**config.mk**
```make
export PLATFORM = sky130hd
export DESIGN_NAME = serial_right_shifter
export DESIGN_NICKNAME = d
export VERILOG_FILES = /design/src/rtl/serial_right_shifter.sv
export SDC_FILE = /design/constraint.sdc
export NUM_CORES = 1
export LEC_CHECK = 0
export CELL_PAD_IN_SITES_DETAIL_PLACEMENT = 0
export CELL_PAD_IN_SITES_GLOBAL_PLACEMENT = 2
export CORE_MARGIN = 4
export CORE_UTILIZATION = 22
export DETAILED_ROUTE_END_ITERATION = 16
export PLACE_DENSITY_LB_ADDON = 0.1
export SETUP_SLACK_MARGIN = 0.5
export SLEW_MARGIN = 10
export SYNTH_ARGS = -nofsm -noshare
export SYNTH_HDL_FRONTEND = slang
export SYNTH_SLANG_ARGS = --single-unit
export TNS_END_PERCENT = 1
```
**constraint.sdc**
```tcl
create_clock -name clk -period 1.25 [get_ports clk]
set_input_delay 0.25 -clock clk [delete_from_list [all_inputs] [get_ports clk]]
set_output_delay 0.25 -clock clk [all_outputs]
set_load 0.005 [all_outputs]
```
**src/rtl/serial_right_shifter.sv**
```systemverilog
// serial_right_shifter: multi-cycle SRL/SRA unit. Shifts the captured operand
// right by one bit per clock under a start/done handshake. busy stalls the
// PC in the control unit; result holds after done until the next accepted start.
module serial_right_shifter #(
  parameter int WIDTH   = 32,
  parameter int SHAMT_W = 5    // must equal clog2(WIDTH)
) (
  input  logic               clk,
  input  logic               reset,
  input  logic               start,
  input  logic               arith,
  input  logic [WIDTH-1:0]   data_in,
  input  logic [SHAMT_W-1:0] shamt,
  output logic               busy,
  output logic               done,
  output logic [WIDTH-1:0]   result
);

  typedef enum logic [1:0] {
    S_IDLE  = 2'd0,
    S_SHIFT = 2'd1,
    S_DONE  = 2'd2
  } state_e;

  state_e               state_q, state_d;
  logic [WIDTH-1:0]     res_q, res_d;
  logic [SHAMT_W-1:0]   cnt_q, cnt_d;
  logic                 mode_q, mode_d;
  logic                 busy_q, done_q;
  logic                 fill;

  // Sign fill is the current MSB; because it is re-inserted every cycle it
  // stays equal to the captured operand MSB for the whole operation.
  assign fill = mode_q & res_q[WIDTH-1];

  // Next-state logic: accept in IDLE or DONE, shift one bit per clock in SHIFT.
  always_comb begin
    state_d = state_q;
    res_d   = res_q;
    cnt_d   = cnt_q;
    mode_d  = mode_q;
    case (state_q)
      S_IDLE, S_DONE: begin
        if (start) begin
          res_d   = data_in;
          cnt_d   = shamt;
          mode_d  = arith;
          state_d = (shamt == '0) ? S_DONE : S_SHIFT;
        end else begin
          state_d = S_IDLE;
        end
      end
      S_SHIFT: begin
        res_d = {fill, res_q[WIDTH-1:1]};
        cnt_d = cnt_q - SHAMT_W'(1);
        // count==1 means this edge performs the last shift
        if (cnt_q == SHAMT_W'(1)) state_d = S_DONE;
      end
      default: state_d = S_IDLE;
    endcase
  end

  // State, datapath and flag registers; flags are decoded from the next state
  // so busy/done come straight out of flops with no input-to-output path.
  always_ff @(posedge clk or posedge reset) begin
    if (reset) begin
      state_q <= S_IDLE;
      res_q   <= '0;
      cnt_q   <= '0;
      mode_q  <= 1'b0;
      busy_q  <= 1'b0;
      done_q  <= 1'b0;
    end else begin
      state_q <= state_d;
      res_q   <= res_d;
      cnt_q   <= cnt_d;
      mode_q  <= mode_d;
      busy_q  <= (state_d == S_SHIFT);
      done_q  <= (state_d == S_DONE);
    end
  end

  assign busy   = busy_q;
  assign done   = done_q;
  assign result = res_q;

endmodule
```
=== Word-level counts from Yosys, hierarchy flattened ===
Index checks and enable logic that the tools add are counted.

* Register bits after elaboration: 42
* Output and inout port bits: 34

* Add/subtract/negate cells: 1
* Eq/ne operators: 6
* Mux-type cells: 8
* Bitwise operators: 1
* Reductions and logical operators: 6

{| class="wikitable"
|+ Operator list
! kind !! number
|-
| one-hot mux 32 bit (2 select lines) || 1
|-
| two-way mux 32 bit || 1
|-
| one-hot mux 5 bit (2 select lines) || 1
|-
| two-way mux 2 bit || 3
|-
| == test 5 x 1 -> 1 bit (second input constant) || 1
|-
| zero test 5 bit || 1
|-
| two-way mux 5 bit || 1
|-
| subtractor 5 x 1 -> 5 bit (second input constant) || 1
|-
| == test 2 x 1 -> 1 bit (second input constant) || 2
|-
| == test 2 bit (second input constant) || 2
|-
| one-hot mux 2 bit (2 select lines) || 1
|-
| AND reduction 2 bit || 2
|-
| zero test 2 bit || 1
|-
| != test 2 bit (second input constant) || 1
|-
| nonzero test 2 bit || 1
|-
| OR reduction 2 bit || 1
|-
| AND 1 bit || 1
|}

=== Longest topological paths before layout ===
* Word-level depth: 5
* Gate-level depth with buffers: 5
* Mapped depth without buffers: 5

=== Worst setup path after synthesis ===
No wires, ideal clock.

* Kind: register to register
* Start: register cnt_q[0]
* End: register cnt_q[3]
* Library setup time: 0.124 ns
* Arrival time: 1.235 ns
* Required time: 1.126 ns
* Path slack: -0.109 ns
* Stages on the path, launching flop included: 4
* Clock period less this slack: 1.359 ns
* Path through: dfrtp_1 -> or3_1 -> a32o_1 -> a211o_1

* Cells in the longest elaborated chain, start to end: 2

{| class="wikitable"
|+ RTL lines
! what !! line !! source
|-
| from (decl) || 27 || <nowiki>logic [SHAMT_W-1:0] cnt_q, cnt_d;</nowiki>
|-
| from (signal assigned) || 76 || <nowiki>cnt_q <= cnt_d;</nowiki>
|-
| subtractor 5 x 1 -> 5 bit || 55 || <nowiki>cnt_d = cnt_q - SHAMT_W'(1);</nowiki>
|-
| one-hot mux 5 bit (2 select lines) || 42 || <nowiki>case (state_q)</nowiki>
|}

Every way passes these cells.
A chain may end at the register's enable or synchronous reset.

=== Worst setup path in the final report ===
Same ends and word-level chain as after synthesis.

==> metrics <==
outcome complete, but fails checks; final core occ 0.3602; VDD IR-drop max 0.7584 mV; period utilization 1.073; Worst-path clk slew 80 ps; worst-case reg-to-reg path depth 3; Clk Latency, worst-skew pair between 200 and 300 ps; P_leak between 1 and 1.5 nW; Gate Count Post-Synth 220; Final Setup Violations 6; skew final 5.323 ps; chip width 102.0 µm; cts bufs inserted 5; Final min period 1341 ps; Worst setup startpoint cnt_q[0]; count leader, synth nand2_1; # hold bufs at CTS 0; # diodes 0; post-placement cell area ~2900 µm²; Final Max Tran Viols 0; Top FF cell, synth dfrtp_1; Max H-tree Level 2; Max Fclk between 0.7 and 0.8 GHz; post-route cell area 3110 µm²; worst hold path cell count 2; Hold WS 271.3 ps; Core ar. 8636 µm²; Initial DRC Count 97; r2r setup slk -90 ps; Tightest Pin Transition between 200 and 300 ps; final net count 375; GR Util All Layers 0.1212; failing checks setup timing; CP endpoint kind flop; number of synthesized flops with an enable pin 0; Port Buffers 74; top-area cell type share of the netlist area 0.5412; Yosys reg bits 42; slowest CP cell dfrtp_1; Die Height 102.0 µm; IO Pins 75; via/cell ratio 4.363; antenna violations before repair 0; Synth cell types 28; Post-Syn Area 1942 µm²; synth warn 0; Rows 34; vias in the first global route between 1500 and 2000; crit-path max cell delay 420 ps; area grow syn2layout 60.18%; Final Total Pwr about 7.0 mW; placed cell count 406; Setup TNS -199.4 ps; sequential area share after synthesis 0.5412; top cells by area, synth dfrtp_1 54%, nand2_1 12%, a31oi_1 9.7%; CP Launch Type flop; share of cells above drive strength 1 0.3063; Fin. Hold Viols 0; DRT antenna net count 0; WL final ~6 mm; power density over the cells 2250 nW/µm²; deepest clock path buffer count 2; fin cells ~440; GRT overflow 0; number of vias in the routed layout 1924; final setup margin -91.01 ps; first-pass GRT wire length approximately 10 mm; worst hold start shamt[1]; Initial Util 0.2249; worst r2r src cnt_q[0]; CP Class reg -> reg; largest net degree at the start of global routing 44; max cap viols 0; worst hold path class in -> reg; WL per Instance 13.60 µm; DRC 0; pre-CTS setup slack -456.6 ps; CTS tree yes; Total Die Area about 10000 µm²; syn_nets between 200 and 300; DR pass1 iterations 4; Post-synth ARST share 1.000; Crit Path Max Fanout 4; Commonest cells post-synth 64 x nand2_1, 42 x dfrtp_1, 34 x nor2_1; Slew HR 0.8267; FF-to-FF End cnt_q[3]; Final Wtd Congestion 0.8044; syn_area_per_cell 8.827 µm²; Root Buffer clkbuf_8; total clock sinks 42; Data required, critical path 1440 ps; post-DP HPWL between 4 and 5 mm; WP data arrival ~1500 ps; Worst Hold End cnt_q[1]; cells along the critical path or3_4, a32o_1, a211o_1; area leader, netlist dfrtp_1; RSZ-0062 raised after global routing true
## worst max-delay path by stage
stage | end | slack, ps | cells past startpoint
floorplan | cnt_q[3] | -50 | 3
global placement | state_q[1] | -450 | 4
detailed placement | done | -460 | 4
CTS | cnt_q[3] | -100 | 3
global route | cnt_q[3] | -140 | 3
finish | cnt_q[3] | -90 | 3
## layout by cell type, fill, tap and decap left out, types with 2 or more instances in the layout
cell | Yosys | layout
nand2_1 | 64 | 64
buf_4 | 0 | 44
dfrtp_1 | 42 | 41
clkdlybuf4s50_1 | 0 | 39
buf_2 | 10 | 34
nor2_1 | 34 | 33
a31oi_1 | 30 | 30
clkbuf_8 | 0 | 6
nor3_1 | 3 | 3
a22o_1 | 3 | 3
buf_12 | 0 | 3
nand2b_2 | 0 | 2
a221o_1 | 2 | 2
nor3b_1 | 2 | 2
o22ai_1 | 2 | 2
inv_1 | 3 | 2
## final cells by class
class	instances	area (µm²)
clock buffer	6	82.58
tap	108	135.1
inverter	3	11.26
fill	933	5525
multi-input combinational	158	842.1
timing repair buffer	122	974.7
clock inverter	2	12.51
sequential	42	1052
## flip-flops by register name (all words and copies together), names as in the netlist
signal / cells
busy: 1
done: 1
mode_q: 1
result: 32
cnt_q: 5
state_q: 2
## timing repair
| action | CTS | global route |
|---|---|---|
| buffers inserted | 27 | 0 |
| setup endpoints to repair | 76 | 76 |
| resized for setup | 140 | 6 |
| pin swaps | 1 | 0 |
## logic make-up (layout without fill, tap and decap cells)
group | count (synthesis) | after routing | share of synthesized area
compound gates | 42 | 42 | 0.1508
buf+inv | 20 | 133 | 0.04897
mux | 2 | 2 | 0.01095
flops | 42 | 42 | 0.5412
fa+ha+maj | 2 | 2 | 0.01288
simple gates | 112 | 112 | 0.2352
## critical path: cells and delay by family (launching register included)
family          cells  cell delay (ps)
compound gates      2              440
flops               1              420
simple gates        1              380
## per-layer routing
metal / track usage / share of wire / vias up
li1: - / - / 975
met1: 0.1663 / 0.47 / 897
met2: 0.1876 / 0.45 / 47
met3: 0.03072 / 0.061 / 5
met4: 0.03935 / 0.014 / 0
met5: 0 / 0 / -
## power by group
group / switching, mW / internal (mW) / leakage, nW / total [mW]
Sequential: 0.369 / 1.97 / 0.466 / 2.34
Combinational: 1.74 / 1.97 / 0.909 / 3.71
Clock: 0.502 / 0.445 / 0.0472 / 0.947
Power figures use the tool's default switching activity.
